**src/rtl/compute_arbiter.sv**
```systemverilog
// compute_arbiter
// Round-robin arbiter that shares a single compute unit between UNIT_COUNT
// requesting processing units. It accepts one request at a time, issues it to
// the compute unit, waits for completion (with a timeout), and returns the
// result to the requesting unit.
//
// Ports
//   clk, rst        : clock and synchronous active-high reset
//   req_valid       : per-unit request (held until req_ready)
//   req_type        : per-unit operation type, 2 bits per unit
//   req_data        : per-unit operand, DATA_W bits per unit
//   req_ready       : one-hot accept strobe (one cycle)
//   rsp_valid       : one-hot response strobe (one cycle)
//   rsp_data        : result, qualified by rsp_valid
//   rsp_error       : timeout flag, qualified by rsp_valid
//   cu_request      : request to the compute unit (held until cu_ready)
//   cu_unit_id      : granted unit id
//   cu_comp_type    : latched operation type
//   cu_data         : latched operand
//   cu_ready        : compute unit accepts request
//   cu_done         : one-cycle completion pulse
//   cu_result       : result, qualified by cu_done
//   busy            : high whenever a transaction is in flight
//   timeout_count   : saturating count of timed-out transactions
module compute_arbiter #(
   parameter int UNIT_COUNT = 4,
   parameter int DATA_W     = 32,
   parameter int TIMEOUT    = 255
) (
   input  logic                         clk,
   input  logic                         rst,
   input  logic [UNIT_COUNT-1:0]        req_valid,
   input  logic [2*UNIT_COUNT-1:0]      req_type,
   input  logic [DATA_W*UNIT_COUNT-1:0] req_data,
   output logic [UNIT_COUNT-1:0]        req_ready,
   output logic [UNIT_COUNT-1:0]        rsp_valid,
   output logic [DATA_W-1:0]            rsp_data,
   output logic                         rsp_error,
   output logic                         cu_request,
   output logic [$clog2(UNIT_COUNT)-1:0] cu_unit_id,
   output logic [1:0]                   cu_comp_type,
   output logic [DATA_W-1:0]            cu_data,
   input  logic                         cu_ready,
   input  logic                         cu_done,
   input  logic [DATA_W-1:0]            cu_result,
   output logic                         busy,
   output logic [7:0]                   timeout_count
);

   localparam int ID_W = $clog2(UNIT_COUNT);

   typedef enum logic [1:0] {S_IDLE, S_ISSUE, S_WAIT, S_RESP} state_e;

   state_e              state_q,      state_d;
   logic [ID_W-1:0]     last_grant_q, last_grant_d;
   logic [ID_W-1:0]     grant_q,      grant_d;
   logic [1:0]          type_q,       type_d;
   logic [DATA_W-1:0]   data_q,       data_d;
   logic [DATA_W-1:0]   result_q,     result_d;
   logic                error_q,      error_d;
   logic [7:0]          wait_cnt_q,   wait_cnt_d;
   logic [7:0]          tmo_cnt_q,    tmo_cnt_d;

   logic                found;
   logic [ID_W-1:0]     sel;
   int                  cand;
   logic [1:0]          sel_type;
   logic [DATA_W-1:0]   sel_data;

   function automatic logic [7:0] sat_inc8(input logic [7:0] v);
      return (v == 8'hFF) ? v : v + 8'd1;
   endfunction

   // Round-robin pick: first requester after last_grant, wrapping around.
   always_comb begin
      found = 1'b0;
      sel   = '0;
      cand  = 0;
      for (int k = 1; k <= UNIT_COUNT; k++) begin
         cand = int'(last_grant_q) + k;
         if (cand >= UNIT_COUNT) cand = cand - UNIT_COUNT;
         if (!found && req_valid[ID_W'(cand)]) begin
            found = 1'b1;
            sel   = ID_W'(cand);
         end
      end
   end

   // Operand mux for the selected unit (constant-index slices only).
   always_comb begin
      sel_type = '0;
      sel_data = '0;
      for (int u = 0; u < UNIT_COUNT; u++) begin
         if (ID_W'(u) == sel) begin
            sel_type = req_type[2*u +: 2];
            sel_data = req_data[DATA_W*u +: DATA_W];
         end
      end
   end

   always_comb begin
      state_d      = state_q;
      last_grant_d = last_grant_q;
      grant_d      = grant_q;
      type_d       = type_q;
      data_d       = data_q;
      result_d     = result_q;
      error_d      = error_q;
      wait_cnt_d   = wait_cnt_q;
      tmo_cnt_d    = tmo_cnt_q;
      req_ready    = '0;
      rsp_valid    = '0;
      rsp_data     = '0;
      rsp_error    = 1'b0;
      cu_request   = 1'b0;

      case (state_q)
         S_IDLE: begin
            if (found) begin
               req_ready = UNIT_COUNT'(1) << sel;
               grant_d   = sel;
               type_d    = sel_type;
               data_d    = sel_data;
               state_d   = S_ISSUE;
            end
         end
         S_ISSUE: begin
            cu_request = 1'b1;
            if (cu_ready) begin
               wait_cnt_d = '0;
               state_d    = S_WAIT;
            end
         end
         S_WAIT: begin
            // cu_done has priority over a timeout landing on the same cycle.
            if (cu_done) begin
               result_d = cu_result;
               error_d  = 1'b0;
               state_d  = S_RESP;
            end else if (({1'b0, wait_cnt_q} + 9'd1) == 9'(TIMEOUT)) begin
               result_d  = '0;
               error_d   = 1'b1;
               tmo_cnt_d = sat_inc8(tmo_cnt_q);
               state_d   = S_RESP;
            end else begin
               wait_cnt_d = wait_cnt_q + 8'd1;
            end
         end
         S_RESP: begin
            rsp_valid    = UNIT_COUNT'(1) << grant_q;
            rsp_data     = result_q;
            rsp_error    = error_q;
            last_grant_d = grant_q;
            state_d      = S_IDLE;
         end
         default: state_d = S_IDLE;
      endcase
   end

   always_ff @(posedge clk) begin
      if (rst) begin
         state_q      <= S_IDLE;
         last_grant_q <= ID_W'(UNIT_COUNT - 1);
         grant_q      <= '0;
         type_q       <= '0;
         data_q       <= '0;
         result_q     <= '0;
         error_q      <= 1'b0;
         wait_cnt_q   <= '0;
         tmo_cnt_q    <= '0;
      end else begin
         state_q      <= state_d;
         last_grant_q <= last_grant_d;
         grant_q      <= grant_d;
         type_q       <= type_d;
         data_q       <= data_d;
         result_q     <= result_d;
         error_q      <= error_d;
         wait_cnt_q   <= wait_cnt_d;
         tmo_cnt_q    <= tmo_cnt_d;
      end
   end

   assign busy          = (state_q != S_IDLE);
   assign cu_unit_id    = grant_q;
   assign cu_comp_type  = type_q;
   assign cu_data       = data_q;
   assign timeout_count = tmo_cnt_q;

endmodule

```
**config.mk**
```make
export PLATFORM = sky130hd
export DESIGN_NAME = compute_arbiter
export DESIGN_NICKNAME = d
export VERILOG_FILES = /design/src/rtl/compute_arbiter.sv
export SDC_FILE = /design/constraint.sdc
export NUM_CORES = 1
export LEC_CHECK = 0
export CELL_PAD_IN_SITES_DETAIL_PLACEMENT = 1
export CELL_PAD_IN_SITES_GLOBAL_PLACEMENT = 2
export CORE_UTILIZATION = 22
export CTS_BUF_LIST = sky130_fd_sc_hd__clkbuf_4 sky130_fd_sc_hd__clkbuf_8 sky130_fd_sc_hd__clkbuf_16
export CTS_CLUSTER_SIZE = 10
export DETAILED_ROUTE_END_ITERATION = 10
export GPL_TIMING_DRIVEN = 0
export PLACE_DENSITY = 0.89
export SETUP_SLACK_MARGIN = 0.05
export SLEW_MARGIN = 20
export SYNTH_ARGS = -nofsm -noshare
export SYNTH_HDL_FRONTEND = slang
export SYNTH_SLANG_ARGS = --single-unit
```
**constraint.sdc**
```tcl
create_clock -name clk -period 2.1 [get_ports clk]
set_input_delay 0.42 -clock clk [delete_from_list [all_inputs] [get_ports clk]]
set_output_delay 0.42 -clock clk [all_outputs]
set_load 0.01 [all_outputs]
```
### Word-level counts from Yosys, hierarchy flattened

Cells that the tools add are included.

| storage, ports and cells | value |
|---|---|
| register bits | 89 |

| cells by class | value |
|---|---|
| multiplexer cells | 51 |
| equality and inequality tests | 13 |
| $add $sub $neg | 11 |
| $lt $le $gt $ge | 8 |
| shift operators | 2 |
| reduce and logical (&&, ||, !) cells | 16 |
| bitwise logic cells | 2 |

Operators by type and width:

| kind | number |
|---|---|
| 32-bit two-way mux | 7 |
| 2-bit two-way mux | 16 |
| 8-bit two-way mux | 3 |
| 8-bit by 1-bit adder with 8-bit output, second input constant | 2 |
| 2-bit by 4-bit less-than comparator with 1-bit output, second input constant | 4 |
| 1-bit two-way mux | 16 |
| 8-bit case mux with 2 select lines | 1 |
| 4-bit two-way mux | 3 |
| 8-bit by 1-bit adder with 9-bit output, second input constant | 1 |
| 9-bit by 8-bit == test with 1-bit output, second input constant | 1 |
| 3-bit >= comparator, second input constant | 3 |
| 1-bit binary-select mux with 2-bit select | 4 |
| 8-bit == test, second input constant | 1 |
| 2-bit != test, second input constant | 4 |
| 2-bit case mux with 4 select lines | 1 |
| 4-bit AND reduction | 2 |
| 1-bit by 2-bit left shift with 4-bit output, first input constant | 2 |
| 2-bit by 1-bit subtractor with 2-bit output, second input constant | 4 |
| 2-bit by 2-bit adder with 3-bit output, second input constant | 2 |
| 2-bit nonzero test | 3 |
| 2-bit by 3-bit adder with 4-bit output, second input constant | 1 |
| 2-bit == test, first input constant | 2 |
| 2-bit == test, second input constant | 2 |
| 4-bit by 3-bit >= comparator with 1-bit output, second input constant | 1 |
| 10 further kinds | 17 |

### Logic depth before layout (Yosys ltp)

Gate-level depths: netlist of the first run.

| logic depth | value |
|---|---|
| depth in word-level cells | 21 |
| mapped depth | 8 |
| depth with buffers taken out | 7 |

### Worst setup path before layout of the first run

OpenSTA, ideal clock, no wires.

| path | value |
|---|---|
| kind | input to output |
| start | input port req_valid[2] |
| end | output port req_ready[2] |
| setup slack | 0.069 ns |
| path buffers | 2 |
| stages | 6 |
| arrival | 1.611 ns |
| cells stage by stage | or4_1 > and2_1 > buf_2 > clkbuf_1 > nand2_1 > nor2_1 |

| on the way | value |
|---|---|
| longest elaborated chain between the ends | 16 |

RTL lines:

| element | line | text |
|---|---|---|
| start: declaration | 32 | `input logic [UNIT_COUNT-1:0] req_valid,` |
| 1-bit binary-select mux with 2-bit select | 82 | `if (!found && req_valid[ID_W'(cand)]) begin` |
| 1-bit two-way mux (not written as such) (2 in series) | 82 |  |
| 1-bit two-way mux | 82 |  |
| 1-bit logical NOT | 82 |  |
| 1-bit logical AND | 82 |  |
| 1-bit two-way mux | 82 |  |
| 1-bit logical NOT | 82 |  |
| 1-bit logical AND | 82 |  |
| 1-bit two-way mux | 82 |  |
| 1-bit logical NOT | 82 |  |
| 1-bit logical AND | 82 |  |
| 2-bit two-way mux | 82 |  |
| 1-bit by 2-bit left shift with 4-bit output | 120 | `req_ready = UNIT_COUNT'(1) << sel;` |
| 4-bit two-way mux (*) | 119 | `if (found) begin` |
| 4-bit two-way mux (*) | 117 | `case (state_q)` |
| end: declaration | 35 | `output logic [UNIT_COUNT-1:0] req_ready,` |

Every way passes the cells marked *; elsewhere a longest branch is shown, timed or not. The select of a mux whose other input is x is not followed.

### Worst setup path after layout of the first run

| path | value |
|---|---|
| start | input port req_valid[1] |
| end | output port req_ready[2] |

Same word-level chain as after synthesis.

==> reports/summary.md, run 1 <==
- **status** finished with violations
- **violations in the final reports** negative setup slack
- **CORE AREA** 22,100 um2
- **area of the mapped netlist** 5030 um2
- **count of pins over their slew limit** 0
- **aggregate routed wire length** 22,000 um
- **mean routed wirelength per cell** 19.1 um
- **Worst-Skew Late Latency** 0.34 ns
- **dominant combinational cell family by area after synthesis** compound AO/OA/AOI/OAI gates
- **share of the cycle needed by the critical path after routing** 1.04
- **number of fill cells in the layout** 2,560
- **number of buffers on the longest clock path** 2
- **required time reported for the critical path endpoint** 1.68 ns
- **layout overhead on the synthesized area** 72.9%
- **number of CTS-inserted buffers** 9
- **fraction of layout instances using a drive strength above 1** 0.140
- **leakage power of the design** 3.39 nW
- **Gate Count Post-Synth** 584
- **Hold Fails Final Rpt** 0
- **slew of the pin with the lowest slew margin** 0.843 ns
- **Post-Synth Adder-Cell Area** 0.0174
- **share of cell area taken by muxes after synthesis** 0.122
- **initial antenna violation count** 1
- **wire length of the first global-routing pass** 34,300 um
- **vias per inst** 5.05
- **Synthesized Nets** 767
- **CTS tree** done
- **Layout Nets** 1,052
- **die span in y** 153 um
- **leftover overflow at the end of global routing** 0
- **share of the synthesized netlist area taken by xor and xnor gates** 0.00523
- **total track usage** 0.186
- **worst min path class** reg2reg
- **worst relative slew slack** 0.438
- **unrepaired setup endpoints after global routing** yes
- **post-synthesis sequential element count** 89
- **fraction of registers with async set or reset after synthesis** 0
- **final total negative setup slack** -0.100 ns
- **final instance count without filler cells** 1,153
- **Die Wd** 153 um
- **sinks on the clock net** 89
- **area of the die** 23,500 um2
- **number of flops mapped to enable cells by yosys** 0
- **Setup Crit Path Kind** in2out
- **clk root buf** sky130_fd_sc_hd__clkbuf_16
- **count of max-cap constraint violations** 0
- **leading cell types by total area after synthesis** sky130_fd_sc_hd__dfxtp_1 (35%), sky130_fd_sc_hd__mux2i_1 (12%), sky130_fd_sc_hd__a311oi_1 (5.6%)
- **detailed-route DRC error count** 0
- **portion of synthesized cell area occupied by the leading cell type** 0.354
- **dpl cells** 1,125
- **number of nets with antenna violations after detailed routing** 0
- **setup slack at placement** -1.29 ns
- **site row count** 54
- **Max FO, Critical Path** 10
- **total of hold buffers inserted after clock tree synthesis** 0
- **Cell variety after synth** 55
- **most repeated library cell on the critical path** sky130_fd_sc_hd__buf_8
- **estimated wirelength of the detail-placed design** 16,800 um
- **worst reg2reg path depth** 7
- **termination of the worst setup path** req_ready[2]
- **maximum vdd drop** 353 uV
- **last weighted congestion value of the routability-driven placer** 0.794
- **power density over cell area** 841 nW/um2
- **critical path startpoint** req_valid[1]
- **synthesized area divided by synthesized cell count** 8.61 um2
- **Worst EP arrival** 1.75 ns
- **capture instance of the worst register-to-register path** timeout_count[5]$_SDFFE_PP0P_
- **via count of the first global-routing pass** 6,197
- **total number of yosys warnings** 0
- **min cycle time layout** 2.17 ns
- **worst path cell trace** buf_8 > or4_4 > and2_4 > buf_8 > clkbuf_8 > nand2_1 > nor2_1 > buf_2
- **IO Pins** 263
- **worst clock skew on the final layout** 0.00611 ns
- **largest area contributor in the synthesized netlist** sky130_fd_sc_hd__dfxtp_1
- **initial drt markers** 200
- **FF-to-FF setup slack** 0.04 ns
- **critical path's largest stage delay** 0.54 ns
- **final critical-path setup slack** -0.0749 ns
- **starting density of the core** 0.227
- **total iterations of the first detailed-routing run** 4
- **CP startpoint kind** primary input
- **CTS H-Tree Depth** 3
- **simple logic cell fraction of the synthesized area** 0.188
- **share of the yosys chip area belonging to registers** 0.354
- **endpoint class of the critical path** output pin
- **master of the slowest instance on the critical path** sky130_fd_sc_hd__or4_4
- **clock-pin slew reported for the worst setup and hold paths after clock tree synthesis** 0.07 ns
- **achievable clock frequency** 0.460 GHz
- **routed via count** 5,824
- **startpoint of the worst-slack reg-to-reg timing path** state_q[0]$_SDFFE_PP0P_
- **number of I/O port buffers** 261
- **maximum number of pins on one net before global-route repair** 14
- **Main synth FF type** sky130_fd_sc_hd__dfxtp_1
- **Final setup violation count** 3
- **compound-cell area share of the yosys netlist** 0.254
==> worst min path at each step <==
stage | from | to | cells past startpoint
final | cu_data[17]$_SDFFE_PP0P_ | cu_data[17]$_SDFFE_PP0P_ | 2
after global routing | timeout_count[1]$_SDFFE_PP0P_ | timeout_count[1]$_SDFFE_PP0P_ | 2
after CTS | cu_data[17]$_SDFFE_PP0P_ | cu_data[17]$_SDFFE_PP0P_ | 2
after detailed placement | cu_data[17]$_SDFFE_PP0P_ | cu_data[17]$_SDFFE_PP0P_ | 2
after global placement | cu_data[23]$_SDFFE_PP0P_ | cu_data[23]$_SDFFE_PP0P_ | 2
after floorplan | error_q$_SDFFE_PP0P_ | error_q$_SDFFE_PP0P_ | 1
==> logic make-up after synthesis <==
group           after synthesis
xor+xnor                      3
simple gates                180
buf+inv                      66
compound gates              178
flops                        89
mux                          61
fa+ha+maj                     7
==> cell type report <==
type	count	area [um2]	area share
multi-input cells	429	3130	0.360
repair buffers	278	2730	0.314
flip-flops and latches	89	1800	0.207
plain buffers	51	350	0.0403
well taps	280	350	0.0403
clock buffers	11	240	0.0276
clock inverters	3	43.8	0.00504
inverters	11	41.3	0.00475
diodes	1	2.50	0.000288
==> power breakdown <==
group          switching, mW  internal [mW]
clock network          0.697          0.938
logic                   1.73           1.69
registers              0.216           2.03
==> synth_stat cells, drive strengths merged (2+ instances only) <==
cell,count
dfxtp,89
mux2i,60
nand2,58
a21oi,45
and2,36
a311oi,32
clkbuf,32
nand3,28
buf,23
o221ai,22
o21ai,18
a211oi,13
inv,10
nand2b,10
nor2,10
ha,7
o22ai,7
o32ai,7
nand4,6
or4,6
and3,5
nor2b,5
a31oi,4
o211ai,4
o21a,4
or2,4
nor3,3
nor3b,3
o311ai,3
o31ai,3
o41ai,3
xnor2,3
a21o,2
o22a,2
or3,2
==> flip-flops by register name, indices dropped and copies added (netlist names) <==
register,count
cu_comp_type,2
last_grant_q,2
state_q,2
result_q,32
cu_data,32
cu_unit_id,2
timeout_count,8
wait_cnt_q,8
error_q,1
==> cell usage in the layout, fill, tap and decap left out, drive strengths merged, types with 5 or more instances in the layout <==
cell type,synthesis,final
buf,23,51
clkbuf,32,41
nand3,28,28
and2,36,36
a311oi,32,32
ha,7,7
inv,10,10
and3,5,5
mux2i,60,60
nand2b,10,10
o22ai,7,7
nor2,10,10
or4,6,6
a21oi,45,45
o32ai,7,7
dlymetal6s2s,0,17
o221ai,22,22
clkdlybuf4s15,0,8
a211oi,13,13
o21ai,18,18
dlygate4sd2,0,8
clkdlybuf4s50,0,215
nor2b,5,5
dfxtp,89,89
nand4,6,6
nand2,58,58
==> per-stage QoR <==
step	hold WS, ns	utilization	total power [mW]	instance area, um2
floorplan	0.465	-	3.82	5030
global placement	0.466	0.362	5.35	7990
detailed placement	0.476	0.362	5.40	7990
CTS	0.494	0.387	7.34	8540
global route	0.519	0.393	7.72	8690
finish	0.491	0.393	7.31	8690
==> routing by layer <==
metal / part of all wire / global-route usage / up-vias
met5: 0.00059 / 0 / -
met4: 0.013 / 0.0418 / 2
met3: 0.055 / 0.0473 / 20
met2: 0.51 / 0.336 / 174
met1: 0.42 / 0.220 / 2850
li1: - / - / 2778
==> worst max-delay path: cells and delay by family <==
kind / cells / cell delay [ns]
AND/OR/NAND/NOR: 4 / 0.82
buffers and inverters: 4 / 0.50
==> what timing repair did <==
item,4_1_cts,5_1_grt
setup buffers,12,5
hold endpoints to repair,0,0
resized for setup,134,60
endpoints found under the setup margin,126,75
pin swaps,7,2
No activity file was read; power rests on OpenSTA's default activity.
==> inputs of run 2 (changes only) <==
--- a/config.mk
+++ b/config.mk
@@ -14,7 +14,7 @@
 export GPL_TIMING_DRIVEN = 0
 export PLACE_DENSITY = 0.89
 export SETUP_SLACK_MARGIN = 0.05
-export SLEW_MARGIN = 20
+export SLEW_MARGIN = 5
 export SYNTH_ARGS = -nofsm -noshare
 export SYNTH_HDL_FRONTEND = slang
 export SYNTH_SLANG_ARGS = --single-unit
==> results of run 2 <==
Final layout, timing and power as in run 1 (identical DEF).
